### config.mk
export PLATFORM = sky130hd
export DESIGN_NAME = if_stage_flat
export DESIGN_NICKNAME = d
export VERILOG_FILES = /design/src/rtl/if_stage_if.sv /design/src/rtl/if_stage.sv /design/src/flat_wrapper.sv
export SDC_FILE = /design/constraint.sdc
export NUM_CORES = 1
export LEC_CHECK = 0
export BUFFER_PORTS_ARGS = -buffer_cell sky130_fd_sc_hd__buf_2
export CAP_MARGIN = 20
export CORE_MARGIN = 2
export CORE_UTILIZATION = 55
export CTS_BUF_LIST = sky130_fd_sc_hd__clkbuf_8
export DETAILED_ROUTE_END_ITERATION = 8
export PLACE_DENSITY = 0.95
export SYNTH_ARGS = -nofsm -noshare
export SYNTH_HDL_FRONTEND = slang
export SYNTH_SLANG_ARGS = --single-unit
### constraint.sdc
create_clock -name clk -period 6.35 [get_ports clk]
set_input_delay 1.27 -clock clk [delete_from_list [all_inputs] [get_ports clk]]
set_output_delay 1.27 -clock clk [all_outputs]
set_load 0.005 [all_outputs]
### src/rtl/if_stage_if.sv
// Fetch-stage bundle: instruction-memory request/response, pipeline control and decoded outputs.
// Handshake: a fetch completes on a cycle where imem_req and imem_ready are both high; imem_ready with imem_req low is ignored; instr_valid with stall high holds the presented instruction.
interface if_stage_if;
  logic        imem_req;
  logic [31:0] imem_addr;
  logic        imem_ready;
  logic [31:0] imem_rdata;
  logic        stall;
  logic        br_taken;
  logic [31:0] br_target;
  logic        instr_valid;
  logic [5:0]  opcode;
  logic [4:0]  rs;
  logic [4:0]  rt;
  logic [4:0]  rd;
  logic [5:0]  funct;
  logic [15:0] imm;
  logic [31:0] pc_plus4;
  logic [1:0]  dbg_state;

  modport master (
    output imem_req, imem_addr, instr_valid, opcode, rs, rt, rd, funct, imm, pc_plus4, dbg_state,
    input  imem_ready, imem_rdata, stall, br_taken, br_target
  );

  modport slave (
    input  imem_req, imem_addr, instr_valid, opcode, rs, rt, rd, funct, imm, pc_plus4, dbg_state,
    output imem_ready, imem_rdata, stall, br_taken, br_target
  );
endinterface

### src/rtl/if_stage.sv
// Instruction fetch stage: BOOT/FETCH/REDIRECT FSM, pc sequencing, instruction register and field decode.
// Optional macro IF_BRANCH_FLUSH_EN squashes the presented instruction on a taken branch.
module if_stage #(
  parameter logic [31:0] RESET_PC = 32'h0000_0000
) (
  input  logic         clk,
  input  logic         rst,
  if_stage_if.master   bus
);
  typedef enum logic [1:0] {
    BOOT     = 2'd0,
    FETCH    = 2'd1,
    REDIRECT = 2'd2
  } state_e;

  localparam logic [31:0] RESET_PC_AL = {RESET_PC[31:2], 2'b00};

  state_e      state_q, state_d;
  logic [31:0] pc_q, pc_d;
  logic [31:0] ir_q, ir_d;
  logic [31:0] pc_plus4_q, pc_plus4_d;
  logic        valid_q, valid_d;
  logic        req;
  logic        accept;
  logic [31:0] pc_inc;

  // Request drops only while a presented instruction is being held.
  assign req    = (state_q == FETCH) && !(valid_q && bus.stall);
  assign accept = req && bus.imem_ready && !bus.br_taken;
  assign pc_inc = pc_q + 32'd4;

  always_comb begin
    state_d    = state_q;
    pc_d       = pc_q;
    ir_d       = ir_q;
    pc_plus4_d = pc_plus4_q;
    valid_d    = valid_q;
    case (state_q)
      BOOT: state_d = FETCH;
      FETCH, REDIRECT: begin
        if (bus.br_taken) begin
          pc_d    = {bus.br_target[31:2], 2'b00};
          state_d = REDIRECT;
`ifdef IF_BRANCH_FLUSH_EN
          valid_d = 1'b0;
`else
          if (!bus.stall) valid_d = 1'b0;
`endif
        end else begin
          state_d = FETCH;
          if (accept) begin
            ir_d       = bus.imem_rdata;
            pc_d       = pc_inc;
            pc_plus4_d = pc_inc;
            valid_d    = 1'b1;
          end else if (!bus.stall) begin
            valid_d = 1'b0;
          end
        end
      end
      default: state_d = BOOT;
    endcase
  end

  always_ff @(posedge clk or posedge rst) begin
    if (rst) begin
      state_q    <= BOOT;
      pc_q       <= RESET_PC_AL;
      ir_q       <= 32'h0;
      pc_plus4_q <= 32'h0;
      valid_q    <= 1'b0;
    end else begin
      state_q    <= state_d;
      pc_q       <= pc_d;
      ir_q       <= ir_d;
      pc_plus4_q <= pc_plus4_d;
      valid_q    <= valid_d;
    end
  end

  assign bus.imem_req    = req;
  assign bus.imem_addr   = pc_q;
  assign bus.instr_valid = valid_q;
  assign bus.opcode      = ir_q[31:26];
  assign bus.rs          = ir_q[25:21];
  assign bus.rt          = ir_q[20:16];
  assign bus.rd          = ir_q[15:11];
  assign bus.funct       = ir_q[5:0];
  assign bus.imm         = ir_q[15:0];
  assign bus.pc_plus4    = pc_plus4_q;
  assign bus.dbg_state   = state_q;
endmodule

### src/flat_wrapper.sv
// flat-port wrapper written by rule: the top's interface ports become plain ports
module if_stage_flat 
#(
  parameter logic [31:0] RESET_PC = 32'h0000_0000
)
  (clk, rst, bus_imem_req, bus_imem_addr, bus_instr_valid, bus_opcode, bus_rs, bus_rt, bus_rd, bus_funct, bus_imm, bus_pc_plus4, bus_dbg_state, bus_imem_ready, bus_imem_rdata, bus_stall, bus_br_taken, bus_br_target);
  if_stage_if bus_i ();
  input  logic clk;
  input  logic rst;
  output wire logic [$bits(bus_i.imem_req)-1:0] bus_imem_req;
  output wire logic [$bits(bus_i.imem_addr)-1:0] bus_imem_addr;
  output wire logic [$bits(bus_i.instr_valid)-1:0] bus_instr_valid;
  output wire logic [$bits(bus_i.opcode)-1:0] bus_opcode;
  output wire logic [$bits(bus_i.rs)-1:0] bus_rs;
  output wire logic [$bits(bus_i.rt)-1:0] bus_rt;
  output wire logic [$bits(bus_i.rd)-1:0] bus_rd;
  output wire logic [$bits(bus_i.funct)-1:0] bus_funct;
  output wire logic [$bits(bus_i.imm)-1:0] bus_imm;
  output wire logic [$bits(bus_i.pc_plus4)-1:0] bus_pc_plus4;
  output wire logic [$bits(bus_i.dbg_state)-1:0] bus_dbg_state;
  input wire logic [$bits(bus_i.imem_ready)-1:0] bus_imem_ready;
  input wire logic [$bits(bus_i.imem_rdata)-1:0] bus_imem_rdata;
  input wire logic [$bits(bus_i.stall)-1:0] bus_stall;
  input wire logic [$bits(bus_i.br_taken)-1:0] bus_br_taken;
  input wire logic [$bits(bus_i.br_target)-1:0] bus_br_target;
  assign bus_imem_req = bus_i.imem_req;
  assign bus_imem_addr = bus_i.imem_addr;
  assign bus_instr_valid = bus_i.instr_valid;
  assign bus_opcode = bus_i.opcode;
  assign bus_rs = bus_i.rs;
  assign bus_rt = bus_i.rt;
  assign bus_rd = bus_i.rd;
  assign bus_funct = bus_i.funct;
  assign bus_imm = bus_i.imm;
  assign bus_pc_plus4 = bus_i.pc_plus4;
  assign bus_dbg_state = bus_i.dbg_state;
  assign bus_i.imem_ready = bus_imem_ready;
  assign bus_i.imem_rdata = bus_imem_rdata;
  assign bus_i.stall = bus_stall;
  assign bus_i.br_taken = bus_br_taken;
  assign bus_i.br_target = bus_br_target;
  if_stage #(.RESET_PC(RESET_PC)) u_core (.clk(clk), .rst(rst), .bus(bus_i));
endmodule
* Word level (Yosys, flattened, before mapping)
Cells that the tools add are included.
** Storage, ports and cells
- Register bits :: 99
- Bits in latches :: 0
- Memory bits (writable) :: 0
- ROM bits :: 0
- Input bits :: 69
- Memories kept :: 0
** Cells by class
- Add/sub/neg operators :: 1
- Multiply operators :: 0
- Divide/modulo/power cells :: 0
- Magnitude comparators :: 0
- Equal/unequal tests :: 2
- Shift-type cells :: 0
- Muxes and demuxes :: 7
- Bitwise logic cells :: 1
- Reduce and logical (&&, ||, !) cells :: 11
** Operators with widths (count)
- two-way mux 32 bit :: 2
- adder 32 x 3 -> 32 bit (second input constant) :: 1
- logical AND 1 bit :: 4
- one-hot mux 2 bit (2 select lines) :: 1
- two-way mux 1 bit :: 3
- AND reduction 3 bit :: 1
- equality test 2 x 1 -> 1 bit (second input constant) :: 1
- equality test 2 bit (second input constant) :: 1
- logical NOT 1 bit :: 2
- logical NOT 2 bit :: 1
- two-way mux 2 bit :: 1
- AND reduction 2 bit :: 1
- nonzero test 2 bit :: 1
- OR reduction 2 bit :: 1
- inverter 1 bit :: 1

* Depth between registers and ports, before layout
- Depth after elaboration :: 7
- Gate-level depth with buffers :: 10

* Least setup slack after synthesis
No wires, ideal clock.
- Path kind :: input -> output
- From :: in bus_stall
- To :: out bus_imem_req
- Arrival time :: 1.474 ns
- Setup slack :: 3.606 ns
- Stages on the path :: 1
- Cell sequence :: a21boi_1
** Between the ends
- Cells in the longest elaborated chain, start to end :: 3
** RTL lines
- start, declared :: line flat_wrapper.sv:23 : input wire logic [$bits(bus_i.stall)-1:0] bus_stall;
- logical AND 1 bit :: line if_stage.sv:28 : assign req = (state_q == FETCH) && !(valid_q && bus.stall);
- logical NOT 1 bit :: line if_stage.sv:28
- logical AND 1 bit :: line if_stage.sv:28
- end, declared :: line flat_wrapper.sv:10 : output wire logic [$bits(bus_i.imem_req)-1:0] bus_imem_req;
Every way passes these cells.

* Worst setup path in the final report
- From :: in bus_br_taken
- To :: reg u_core.pc_q[15] (netlist: u_core.bus.imem_addr[15])
** Between the ends
- Cells in the longest elaborated chain, start to end :: 4
- Elaborated cells on any way between the ends :: 5
- Classes of those cells :: mux (1); reduce/logical (4)
** RTL lines
- start, declared :: line flat_wrapper.sv:24 : input wire logic [$bits(bus_i.br_taken)-1:0] bus_br_taken;
- logical NOT 1 bit :: line if_stage.sv:29 : assign accept = req && bus.imem_ready && !bus.br_taken;
- logical AND 1 bit :: line if_stage.sv:29
- nonzero test 2 bit (no source line)
- AND reduction 2 bit (no source line)
- end signal, assigned :: line if_stage.sv:74 : pc_q <= pc_d;
- end, declared :: line if_stage.sv:19 : logic [31:0] pc_q, pc_d;
Parallel ways exist; a longest one is shown, timed or not.
A chain may end at the register's enable or synchronous reset.

==> impl_metrics.json <==
{
  "status": "finished clean",
  "die_area_mm2": 0.00929,
  "ctsHoldBuffers": 0,
  "worst_pin_slew_ps": 1010,
  "postPlaceCellArea_mm2": 0.00552,
  "rrSetupSlack_ps": 3440,
  "routedWlPerCell_um": 16.4,
  "port_buffers": 173,
  "h-tree-depth": 3,
  "syn2layout_area_growth_pct": 21.2,
  "ir_worst_vdd_uv": 249,
  "min_to": "u_core.ir_q[23]",
  "initial_core_util_pct": 56.8,
  "min_path_cells": 2,
  "antenna_found_initial": 0,
  "grt_setup_unrepaired": "false",
  "p_seq_share_pct": 43.7,
  "rr_startpoint": "u_core.bus.dbg_state[0]",
  "pre_cts_slack_ps": 2700,
  "cts.sinks": 95,
  "cp_max_fo": 40,
  "cts.path.max_buffers": 2,
  "ys_ff_latch": 95,
  "min_path_type": "reg -> reg",
  "async_flop_share_pct": 100,
  "vias_per_cell": 5.70,
  "postCtsSetupBuffers": 0,
  "globalplace.congestion": 0.874,
  "relSlewSlack_pct": 32.2,
  "die_x_um": 96.4,
  "numCtsBuffers": 9,
  "grt.total_usage_pct": 28.3,
  "drt_iter0_drc": 352,
  "critPathBufInv": 2,
  "ctsResizeCount": 0,
  "final_core_util_pct": 68.9,
  "cts_tree": "yes",
  "grt_pass1_vias": 4045,
  "root_buffer": "clkbuf_8",
  "cpPeakStageDelay_ps": 710,
  "drt_first_pass_iters": 6,
  "crit_path_start_kind": "input pin",
  "clock_skew_ps": 13.5,
  "drv_cap": 0,
  "cp_data_arrival_time_ps": 3680,
  "setup_viol_count_final": 0,
  "syn_inst": 530,
  "syn_area_mm2": 0.00469,
  "internal-power_uw": 1530,
  "cts.clk_slew.worst_paths_ps": 90,
  "ant_nets": 0,
  "clkLatencyLatePin_ps": 370,
  "grt_max_degree": 70,
  "hold_viol": 0,
  "end_kind": "register",
  "grt_pass1_wl_mm": 20.1,
  "diodes": 0,
  "yosysSeqAreaShare_pct": 50.7,
  "drv_slew": 0,
  "die_h_um": 96.4,
  "p_sw_share_pct": 42.7,
  "path_cells": "buf_2, clkinv_1, a21oi_1, o21ai_0, a22oi_1",
  "fin_crit_ps": 3410,
  "path_delay_family": "buffers and inverters",
  "crit_type": "in -> reg",
  "yosysWarnings": 0,
  "reg2reg_depth": 6,
  "fillers": 654,
  "synth-edff-count": 0,
  "avgSynthCellArea_um2": 8.86,
  "leakagePower_uw": 0.00288,
  "fin_ws_ps": 2940,
  "core_mm2": 0.00826,
  "drive_gt1_share_pct": 29.9,
  "ios": 180,
  "fin_tns_setup_ps": 0,
  "num_vias": 4495,
  "yosys_most_used_dff": "dfrtp_1",
  "synth_cell_types": 53,
  "timing.fmax_mhz": 293,
  "clockPowerShare_pct": 13.7,
  "rows": 33,
  "whs_ps": 478,
  "grt_overflow_total": 0,
  "cp.required_ps": 6620,
  "r2r-end": "u_core.bus.pc_plus4[6]",
  "post-route-drc-count": 0,
  "final_nets": 751,
  "power_density_mw_per_mm2": 470,
  "totalWireLength_mm": 12.9,
  "p_comb_share_pct": 42.7,
  "fin_crit_sh_pct": 53.7,
  "critPathSlowestCell": "clkinv_1",
  "final_cell_area_mm2": 0.00569,
  "switchingPower_uw": 1140,
  "worstHoldStart": "u_core.ir_q[23]",
  "dp_hpwl_mm": 9.16
}
[cell usage in the layout (no fill, tap or decap), types with 2 or more instances in the layout]
cell and count:
a211oi_1 2, a21oi_1 16, a22oi_1 5, a2bb2oi_1 3
a311o_1 2, a311oi_1 3, a41oi_1 2, and2_1 3
and3_1 11, and4_1 2, buf_2 173, buf_4 4
clkbuf_8 9, clkinv_1 2, clkinv_2 3, clkinvlp_4 2
conb_1 4, dfrtp_1 95, ha_1 4, inv_1 6
inv_6 2, nand2_1 154, nand3_1 16, nand4_1 9
nor2_1 27, nor3_1 7, nor3_2 2, nor4_1 4
nor4_4 2, o21a_1 4, o21ai_0 34, o21ai_1 13
o221ai_1 2, o22ai_1 9, xnor2_1 10, xor2_1 16
[area by class of cell]
type / instances / area [µm²] / share of cell area, %
Multi-Input combinational cell: 386 / 2070 / 36.5
Sequential cell: 95 / 2380 / 41.8
Inverter: 9 / 36.3 / 0.638
Clock inverter: 7 / 47.5 / 0.836
Tap cell: 105 / 131 / 2.31
Timing Repair Buffer: 177 / 896 / 15.8
Clock buffer: 9 / 124 / 2.18
[worst register-to-register path: stages (launching register included)]
cell,delay [ps]
dfrtp_1,400
inv_1,60
ha_1,620
nor2b_1,300
nand2_2,620
buf_4,510
o21ai_0,320
[cells by family (layout without fill, tap and decap cells)]
kind of cell / count (synthesis) / after routing / share of synthesized area (%)
buf+inv: 52 / 202 / 5.44
simple gates: 245 / 245 / 23.8
flops: 95 / 95 / 50.7
mux: 1 / 1 / 0.213
fa+ha+maj: 4 / 4 / 1.07
other cells: 1 / 4 / 0.0799
compound gates: 106 / 106 / 13.9
xor+xnor: 26 / 26 / 4.85
[through the flow]
step / power, µW / instances
final: 2670 / 788
after global placement: 2220 / 772
after floorplan: 1810 / 533
after detailed placement: 2310 / 772
after global routing: 2890 / 788
after CTS: 2670 / 788
[state kept, by name, indices dropped and copies added, names as in the netlist]
register,flops
u_core.bus.dbg_state,2
u_core.bus.imem_addr,30
u_core.bus.instr_valid,1
u_core.bus.pc_plus4,30
u_core.ir_q,32
[worst max path at each step]
stage | to | cells past startpoint | startpoint
2_1_floorplan | u_core.bus.dbg_state[0] | 1 | rst
3_3_place_gp | u_core.bus.imem_addr[15] | 5 | bus_br_taken
3_5_place_dp | u_core.bus.imem_addr[21] | 6 | bus_br_taken
4_1_cts | u_core.bus.imem_addr[21] | 6 | bus_br_taken
5_1_grt | u_core.bus.imem_addr[15] | 5 | bus_br_taken
6_report | u_core.bus.imem_addr[15] | 5 | bus_br_taken
[synth_stat cells (2+ instances only)]
cell type,number,share of area (%)
o22ai_1,9,1.2
ha_1,4,1.1
and2_1,3,0.40
dfrtp_1,95,51
and3_1,11,1.5
nor4_1,4,0.53
nand3_1,16,1.7
a22oi_1,5,0.80
and4_1,2,0.37
xor2_1,16,3.0
nor3_2,2,0.43
clkbuf_1,24,1.9
buf_2,3,0.32
nor4_4,2,0.91
a211oi_1,2,0.32
o21ai_1,13,1.4
a2bb2oi_1,3,0.56
a311o_1,2,0.43
clkinv_1,2,0.16
nor3_1,7,0.75
nor2_1,27,2.2
nand2_1,155,12
o221ai_1,2,0.37
o21ai_0,34,3.6
inv_1,7,0.56
o21a_1,4,0.64
a21oi_1,16,1.7
a41oi_1,2,0.37
nand4_1,9,1.2
a311oi_1,3,0.56
xnor2_1,10,1.9
buf_4,15,2.4
[power by group through the flow]
stage                     logic, µW  clock network, µW  registers (µW)
after floorplan                 664                  0            1140
after global placement         1080                  0            1140
after detailed placement       1140                  0            1170
after CTS                      1140                369            1160
after global routing           1280                396            1210
final                          1140                365            1170
[layer usage]
layer  part of all wire [%]  vias up  GRT usage (%)
met1                     39     2108           37.4
li1                       -     2082              -
met5                      0        -              0
met2                     49      265           46.3
met4                    3.1        0           12.2
met3                    9.2       40           4.81
Note: power is estimated with default switching activity, not from simulation.
